$ cat src/rtl/dmem_lsu_if.sv
// dmem_lsu_if: req/ack data-memory bus between the load/store unit (master)
// and the data memory (slave).
interface dmem_lsu_if #(
    parameter int unsigned AWIDTH = 32
);
    logic              req;
    logic              we;
    logic [AWIDTH-1:0] addr;
    logic [3:0]        be;
    logic [AWIDTH-1:0] wdata;
    logic              ack;
    logic              err;
    logic [AWIDTH-1:0] rdata;

    modport master (output req, we, addr, be, wdata, input ack, err, rdata);
    modport slave  (input req, we, addr, be, wdata, output ack, err, rdata);
endinterface

$ cat src/rtl/dmem_lsu.sv
// dmem_lsu: RV32I memory-stage load/store unit; stalls the pipeline while a bus access is open.
// Optional macro DMEM_MISALIGN_TRAP_EN faults misaligned H/W accesses without a bus cycle.
module dmem_lsu #(
    parameter int unsigned AWIDTH  = 32,
    parameter int unsigned TIMEOUT = 16
) (
    input  logic              clk,
    input  logic              rst_n,
    input  logic              MemEn,
    input  logic              MemRW,
    input  logic [2:0]        ILoad,
    input  logic [AWIDTH-1:0] Addr,
    input  logic [AWIDTH-1:0] WData,
    output logic [AWIDTH-1:0] RData,
    output logic              Stall_M,
    output logic              Fault,
    dmem_lsu_if.master        bus
);

    localparam int unsigned CW = $clog2(TIMEOUT);

    typedef enum logic [1:0] {IDLE, ACCESS, DONE} state_t;

    state_t            state;
    logic [CW-1:0]     cnt;
    logic [1:0]        size_q;
    logic              uns_q;
    logic [1:0]        off_q;

    logic [3:0]        be_c;
    logic [AWIDTH-1:0] wdata_c;
    logic [AWIDTH-1:0] load_c;
    logic [7:0]        byte_c;
    logic [15:0]       half_c;
    logic              trap_c;

    assign Stall_M = ((state == IDLE) && MemEn) || (state == ACCESS);

`ifdef DMEM_MISALIGN_TRAP_EN
    assign trap_c = ((ILoad[1:0] == 2'b01) && Addr[0]) ||
                    ((ILoad[1:0] == 2'b10) && (Addr[1:0] != 2'b00));
`else
    assign trap_c = 1'b0;
`endif

    // Request lanes derived from the incoming instruction
    always_comb begin
        be_c    = 4'b1111;
        wdata_c = WData;
        case (ILoad[1:0])
            2'b00: begin
                be_c    = 4'b0001 << Addr[1:0];
                wdata_c = {4{WData[7:0]}};
            end
            2'b01: begin
                be_c    = 4'b0011 << {Addr[1], 1'b0};
                wdata_c = {2{WData[15:0]}};
            end
            default: ;
        endcase
    end

    // Lane select and extension of the returned word using the captured offset
    always_comb begin
        byte_c = bus.rdata[7:0];
        case (off_q)
            2'd1:    byte_c = bus.rdata[15:8];
            2'd2:    byte_c = bus.rdata[23:16];
            2'd3:    byte_c = bus.rdata[31:24];
            default: ;
        endcase
        half_c = off_q[1] ? bus.rdata[31:16] : bus.rdata[15:0];
        case (size_q)
            2'b00:   load_c = uns_q ? {{(AWIDTH-8){1'b0}}, byte_c}
                                    : {{(AWIDTH-8){byte_c[7]}}, byte_c};
            2'b01:   load_c = uns_q ? {{(AWIDTH-16){1'b0}}, half_c}
                                    : {{(AWIDTH-16){half_c[15]}}, half_c};
            default: load_c = bus.rdata;
        endcase
    end

    always_ff @(posedge clk or negedge rst_n) begin
        if (!rst_n) begin
            state     <= IDLE;
            cnt       <= '0;
            size_q    <= 2'b00;
            uns_q     <= 1'b0;
            off_q     <= 2'b00;
            bus.req   <= 1'b0;
            bus.we    <= 1'b0;
            bus.addr  <= '0;
            bus.be    <= 4'b0000;
            bus.wdata <= '0;
            RData     <= '0;
            Fault     <= 1'b0;
        end else begin
            case (state)
                IDLE: begin
                    if (MemEn) begin
                        size_q <= ILoad[1:0];
                        uns_q  <= ILoad[2];
                        off_q  <= Addr[1:0];
                        cnt    <= '0;
                        if (trap_c) begin
                            state <= DONE;
                            Fault <= 1'b1;
                            RData <= '0;
                        end else begin
                            state     <= ACCESS;
                            bus.req   <= 1'b1;
                            bus.we    <= MemRW;
                            bus.addr  <= {Addr[AWIDTH-1:2], 2'b00};
                            bus.be    <= be_c;
                            bus.wdata <= wdata_c;
                        end
                    end
                end
                ACCESS: begin
                    // ack takes priority over a simultaneous timeout
                    if (bus.ack) begin
                        state   <= DONE;
                        bus.req <= 1'b0;
                        Fault   <= bus.err;
                        RData   <= bus.err ? '0 : load_c;
                    end else if (cnt == CW'(TIMEOUT - 1)) begin
                        state   <= DONE;
                        bus.req <= 1'b0;
                        Fault   <= 1'b1;
                        RData   <= '0;
                    end else begin
                        cnt <= cnt + CW'(1);
                    end
                end
                DONE:    state <= IDLE;
                default: state <= IDLE;
            endcase
        end
    end

endmodule

$ cat src/flat_wrapper.sv
// flat-port wrapper written by rule: the top's interface ports become plain ports
module dmem_lsu_flat 
#(
    parameter int unsigned AWIDTH  = 32,
    parameter int unsigned TIMEOUT = 16
)
  (clk, rst_n, MemEn, MemRW, ILoad, Addr, WData, RData, Stall_M, Fault, bus_req, bus_we, bus_addr, bus_be, bus_wdata, bus_ack, bus_err, bus_rdata);
  dmem_lsu_if #(.AWIDTH(AWIDTH)) bus_i ();
  input  logic clk;
  input  logic rst_n;
  input  logic MemEn;
  input  logic MemRW;
  input  logic [2:0] ILoad;
  input  logic [AWIDTH-1:0] Addr;
  input  logic [AWIDTH-1:0] WData;
  output logic [AWIDTH-1:0] RData;
  output logic Stall_M;
  output logic Fault;
  output wire logic [$bits(bus_i.req)-1:0] bus_req;
  output wire logic [$bits(bus_i.we)-1:0] bus_we;
  output wire logic [$bits(bus_i.addr)-1:0] bus_addr;
  output wire logic [$bits(bus_i.be)-1:0] bus_be;
  output wire logic [$bits(bus_i.wdata)-1:0] bus_wdata;
  input wire logic [$bits(bus_i.ack)-1:0] bus_ack;
  input wire logic [$bits(bus_i.err)-1:0] bus_err;
  input wire logic [$bits(bus_i.rdata)-1:0] bus_rdata;
  assign bus_req = bus_i.req;
  assign bus_we = bus_i.we;
  assign bus_addr = bus_i.addr;
  assign bus_be = bus_i.be;
  assign bus_wdata = bus_i.wdata;
  assign bus_i.ack = bus_ack;
  assign bus_i.err = bus_err;
  assign bus_i.rdata = bus_rdata;
  dmem_lsu #(.AWIDTH(AWIDTH), .TIMEOUT(TIMEOUT)) u_core (.clk(clk), .rst_n(rst_n), .MemEn(MemEn), .MemRW(MemRW), .ILoad(ILoad), .Addr(Addr), .WData(WData), .RData(RData), .Stall_M(Stall_M), .Fault(Fault), .bus(bus_i));
endmodule
$ cat config.mk
export PLATFORM = sky130hd
export DESIGN_NAME = dmem_lsu_flat
export DESIGN_NICKNAME = d
export VERILOG_FILES = /design/src/rtl/dmem_lsu_if.sv /design/src/rtl/dmem_lsu.sv /design/src/flat_wrapper.sv
export SDC_FILE = /design/constraint.sdc
export NUM_CORES = 1
export LEC_CHECK = 0
export ABC_AREA = 1
export CAP_MARGIN = 20
export CORE_AREA = 2 2 93 130
export CTS_BUF_LIST = sky130_fd_sc_hd__clkbuf_16
export DETAILED_ROUTE_END_ITERATION = 12
export DIE_AREA = 0 0 95 132
export GPL_ROUTABILITY_DRIVEN = 0
export PLACE_DENSITY = 0.84
export SETUP_SLACK_MARGIN = 0.5
export SLEW_MARGIN = 20
export SYNTH_ARGS = -nofsm -noshare
export SYNTH_HDL_FRONTEND = slang
export SYNTH_SLANG_ARGS = --single-unit
export TNS_END_PERCENT = 20
$ cat constraint.sdc
create_clock -name clk -period 2.2 [get_ports clk]
set_input_delay 0.22 -clock clk [delete_from_list [all_inputs] [get_ports clk]]
set_output_delay 0.22 -clock clk [all_outputs]
set_load 0.01 [all_outputs]
# Word level (Yosys, flattened, before mapping)
# Index checks and enable logic that the tools add are counted.
classes:
  n_reduce_logical: 12
  n_eq_ne: 11
  mux: 24
  addsub: 1
  shift: 2
op_table:
  columns: ["cell", "count"]
  rows:
  - ["32-bit two-way mux", 5]
  - ["32-bit one-hot mux with 2 select lines", 2]
  - ["8-bit one-hot mux with 3 select lines", 1]
  - ["16-bit two-way mux", 1]
  - ["4-bit one-hot mux with 2 select lines", 2]
  - ["4-bit two-way mux", 3]
  - ["2-bit by 1-bit equality test with 1-bit output (second input constant)", 4]
  - ["2-bit zero test", 3]
  - ["2-bit two-way mux", 3]
  - ["2-bit != test (second input constant)", 3]
  - ["2-bit AND reduction", 3]
  - ["1-bit two-way mux", 5]
  - ["4-bit by 1-bit adder with 4-bit output (second input constant)", 1]
  - ["2-bit equality test (second input constant)", 2]
  - ["4-bit equality test (second input constant)", 1]
  - ["2-bit one-hot mux with 2 select lines", 1]
  - ["4-bit AND reduction", 1]
  - ["2-bit nonzero test", 2]
  - ["1-bit by 2-bit << shifter with 4-bit output (first input constant)", 1]
  - ["2-bit by 2-bit << shifter with 4-bit output (first input constant)", 1]
  - ["3-bit != test (second input constant)", 1]
  - ["3-bit AND reduction", 1]
  - ["1-bit one-hot mux with 2 select lines", 1]
  - ["1-bit logical AND", 1]
  - ["1-bit logical OR", 1]
word_totals:
  inputBits: 105
  ff_bits: 112
  output_inout_bits: 104

# Logic depth before layout (Yosys ltp)
logic_depth:
  depth_word: 6
  depth_mapped: 9

# Worst setup path after synthesis
# Ideal clock, no wire load.
synth_timing:
  path_type: "register to register"
  startpoint: "register u_core.cnt[0]"
  endpoint: "register u_core.RData[10]"
  stages_incl_launch_ff: 8
  n_path_buf: 1
  t_arrival_ns: 1.268
  required_ns: 2.134
  slack_ns: 0.867
  path_cell_list: "dfrtp_1 -> ha_1 -> nand3_1 -> nand2_1 -> nand2_1 -> clkbuf_1 -> nand2_1 -> nand2_1"
synth_between:
  elab_chain_len: 3
synth_rtl:
  columns: ["element", "line", "source"]
  rows:
  - ["from (decl)", "dmem_lsu.sv:25", "logic [CW-1:0] cnt;"]
  - ["from (signal assigned)", "dmem_lsu.sv:131", "cnt <= cnt + CW'(1);"]
  - ["4-bit equality test", "dmem_lsu.sv:125", "end else if (cnt == CW'(TIMEOUT - 1)) begin"]
  - ["2-bit nonzero test (no source line)", null, null]
  - ["2-bit AND reduction (no source line)", null, null]
  - ["to (signal assigned)", "dmem_lsu.sv:124", "RData <= bus.err ? '0 : load_c;"]
  - ["to (decl)", "dmem_lsu.sv:14", "output logic [AWIDTH-1:0] RData,"]
# No other way between the ends.
# A chain may end at the register's enable or synchronous reset.

# Final worst setup path
layout_timing:
  startpoint: "register u_core.state[0]"
  endpoint: "register u_core.bus.wdata[17]"
layout_between:
  elab_chain_len: 2
layout_rtl:
  columns: ["element", "line", "source"]
  rows:
  - ["from (decl)", "dmem_lsu.sv:24", "state_t state;"]
  - ["from (signal assigned)", "dmem_lsu.sv:84", "state <= IDLE;"]
  - ["from (signal assigned)", "dmem_lsu.sv:105", "state <= DONE;"]
  - ["from (signal assigned)", "dmem_lsu.sv:109", "state <= ACCESS;"]
  - ["2-bit zero test", "dmem_lsu.sv:97", "case (state)"]
  - ["2-bit AND reduction (no source line)", null, null]
  - ["to (signal assigned)", "dmem_lsu.sv:114", "bus.wdata <= wdata_c;"]
  - ["to (decl)", "dmem_lsu_if.sv:15", "modport master (output req, we, addr, be, wdata, input ack, err, rdata);"]
# No other way between the ends.

==> results.md <==
- Die area: ~0.013 mm^2
- Final ANT Viol Nets: 0
- Main combinational cell family by area after synthesis: simple AND/OR/NAND/NOR gates
- Critical Path RT: 2.47 ns
- Mux share of post-synthesis cell area: 0%
- RR Startpoint: u_core.state[0]$_DFFE_PN0P_
- Fin. Hold Viols: 0
- Power Internal: between 0.006 and 0.007 W
- Adder-cell area share of the yosys netlist: 0.2393%
- GRT Total Usage: 25.85%
- Max FO, Critical Path: 22
- Reg2reg end: u_core.bus.wdata[17]$_DFFE_PN0P_
- Clock Latency Late Sink: 0.35 ns
- Unrepaired setup endpoints after global routing: true
- Share of the synthesized area in the top cell type: about 54%
- Drt wl/cell: about 16 um
- Final period utilization: ~74%
- Comb pwr share: between 40% and 50%
- FP Rows: 46
- Clk buf depth: 2
- Cell family with most CP delay: buffers and inverters
- Maximum capacitance violations: 0
- Power share of the sequential group: 36.2%
- VDD IR-drop max: 0.7134 mV
- Sequential area share after synthesis: between 50% and 60%
- Hold crit path type: in -> async
- Final Skew: 0.005814 ns
- Worst rel slew slack: about two thirds
- Crit-path cells: nor2_2, nand2_2, buf_4, inv_2, buf_4, nor2_1, a21oi_1
- Largest net degree at the start of global routing: between 70 and 80
- Fin. max-slew vios: 0
- Yosys synthesis warning count: 0
- Final min period: between 1.5 and 2 ns
- PortBufs: 206
- Via density: about 5.1
- Most common cell after layout, fill and taps aside: nand2_1
- Number of global-route vias before repair: roughly 5,000
- Syn_area_per_cell: around 7.7 um^2
- Synthesized flop and latch total: 112
- CTS tree: done
- Critical Path AT: between 1.5 and 2 ns
- Share of layout cells above drive strength 1: about 5.6%
- Die Wd: ~95 um
- Final core utilization: between 60% and 70%
- DRC viols: 0
- Clock Power Share: a little under a fifth
- Critical Path Max Stage Delay: approximately 0.4 ns
- Diodes inserted: 0
- Lkg Pwr: between 3 and 4 nW
- Drt pass-1 iters: 5
- Post-synth top area cell: dfrtp_1
- WL final: ~16,000 um
- Final worst slack: between 0.5 and 0.6 ns
- F_max: between 600 and 700 MHz
- Startpoint types: flop
- Most frequent cells in the layout: 316 x nand2_1, 204 x clkdlybuf4s50_1, 112 x dfrtp_1, 51 x a21oi_1, 39 x nor2_1
- Area grow syn2layout: 48.84%
- Complex-gate fraction of the synthesized area: between 10% and 20%
- CTS buffer count: 9
- Worst-path clk slew: 0.07 ns
- Top Ports: 209
- Dpl ws: 0.4148 ns
- Top cells by area, synth: dfrtp_1 54%, nand2_1 23%, a21oi_1 4.9%
- Switching portion of total power: a little over a third
- R2R Setup Slk: just under 0.6 ns
- Final setup vio count: 0
- CP most frequent cell: buf_4
- Cells after synthesis: slightly below 700
- Status: completed
- Grt total ovfl: 0
- Yosys cell types: 29
- Net switching power: roughly 0.0035 W
- Die Y: 132 um
- Syn Std Cell Area: roughly 0.0052 mm^2
- Initial Utilization: between 40% and 50%
- Core area: about 0.011 mm^2
- Final net count: between 900 and 1,000
- Clock root cell: clkbuf_16
- First-pass GRT wire length: approximately 25,000 um
- Pwr Density: ~1200 mW/mm^2
- H-tree levels: 3
- Simple-Gate Fraction of Synth Area: ~30%
- Via count: 5,182
- Crit Path Class: reg -> reg
- Crit. End Element: flop
- CTS Sinks: 112
- Post-synthesis xor/xnor area fraction: 0%
- DP HPWL: roughly 12,000 um
- Crit-path slowest cell: dfrtp_1
- Initial DRC count: roughly 230
- Worst R2R Path Depth: 7
- Initial antenna violation count: 0
- Setup TNS Final: 0 ns
- Actual slew at the worst max-slew pin: 0.5290 ns
- Buffers & Inverters on Critical Path: 3
worst reg2reg max path, stage by stage, from the launching register on:
cell and delay (ns):
dfrtp_1 0.40, nor2_2 0.14, nand2_2 0.07, buf_4 0.18
inv_2 0.31, buf_4 0.27, nor2_1 0.05, a21oi_1 0.13
repair_timing:
item | 4_1_cts | 5_1_grt
hold buffers | 1 | 0
buffers inserted | 1 | 0
endpoints found under the hold margin | 37 | 0
gates resized for setup | 3 | 1
pin swaps | 1 | 0
setup endpoints to repair | 1 | 3
how the worst max path moves through the flow:
stage                                 from                          endpoint  cells past startpoint
6_report       u_core.state[0]$_DFFE_PN0P_  u_core.bus.wdata[17]$_DFFE_PN0P_                      7
5_1_grt        u_core.state[0]$_DFFE_PN0P_  u_core.bus.wdata[17]$_DFFE_PN0P_                      7
4_1_cts        u_core.state[0]$_DFFE_PN0P_  u_core.bus.wdata[17]$_DFFE_PN0P_                      7
3_5_place_dp                         MemEn  u_core.bus.wdata[18]$_DFFE_PN0P_                      6
3_3_place_gp                         MemEn                           Stall_M                      4
2_1_floorplan    u_core.cnt[0]$_DFFE_PN0P_      u_core.RData[10]$_DFFE_PN0P_                      7
cell type report:
| class | instances | area, um^2 |
|---|---|---|
| fill | 917 | 3556 |
| sequential | 112 | 2803 |
| timing repair buffer | 220 | 2220 |
| multi-input combinational | 492 | 2115 |
| clock buffer | 9 | 225.2 |
| tap | 144 | 180.2 |
| inverter | 39 | 146.4 |
| clock inverter | 7 | 93.84 |
synth_stat cells:
cell and number:
inv_2 4, buf_4 3, o211ai_1 1, clkbuf_1 18, buf_8 1, nand3_4 2, o21ai_0 36, o21bai_4 1
nand2_2 4, nand4_1 1, nand2_1 317, a31oi_1 3, inv_1 34, a22o_1 2, o21bai_1 1, conb_1 1
a21oi_4 1, nand3_2 1, ha_1 1, a21oi_1 51, nor2_2 3, clkinv_1 1, nor2_4 1, o21ai_1 1
dfrtp_1 112, nand3_1 22, buf_2 12, buf_6 1, nor2_1 41
kinds of logic after synthesis:
group	count (synthesis)
buffers and inverters	74
other	1
AND/OR/NAND/NOR	392
adder cells (fa/ha/maj)	1
flip-flops	112
AO/OA/AOI/OAI	97
per-stage QoR:
step / hold WS, ns / power, W / cells / area, um^2
floorplan: -0.07559 / 0.005443 / 678 / 5233
global placement: 0.2321 / 0.007701 / 1005 / 7438
detailed placement: 0.2356 / 0.007816 / 1005 / 7438
CTS: 0.3902 / 0.009593 / 1023 / 7779
global route: 0.3951 / 0.01018 / 1023 / 7782
finish: 0.3908 / 0.009535 / 1023 / 7782
layer usage:
layer	track usage, %	wire length, um	up-vias
met5	0	0	-
met1	30.04	5911	2418
met3	8.691	1645	26
li1	-	-	2502
met2	44.29	8023	236
met4	8.374	369	0
registers in the layout, summed over array words and instances, names as in the netlist, 2 cells and up:
signal / flops
u_core.bus.be: 4
u_core.size_q: 2
u_core.RData: 32
u_core.state: 2
u_core.bus.addr: 30
u_core.cnt: 4
u_core.bus.wdata: 32
u_core.off_q: 2
power by group through the flow:
stage / clock [W] / sequential (W) / combinational [W]
4_1_cts: 0.00177 / 0.00345 / 0.00438
3_5_place_dp: 0 / 0.00345 / 0.00436
5_1_grt: 0.00187 / 0.00354 / 0.00477
3_3_place_gp: 0 / 0.00343 / 0.00427
2_1_floorplan: 0 / 0.00373 / 0.00171
6_report: 0.00174 / 0.00345 / 0.00434
Power figures use the tool's default switching activity.
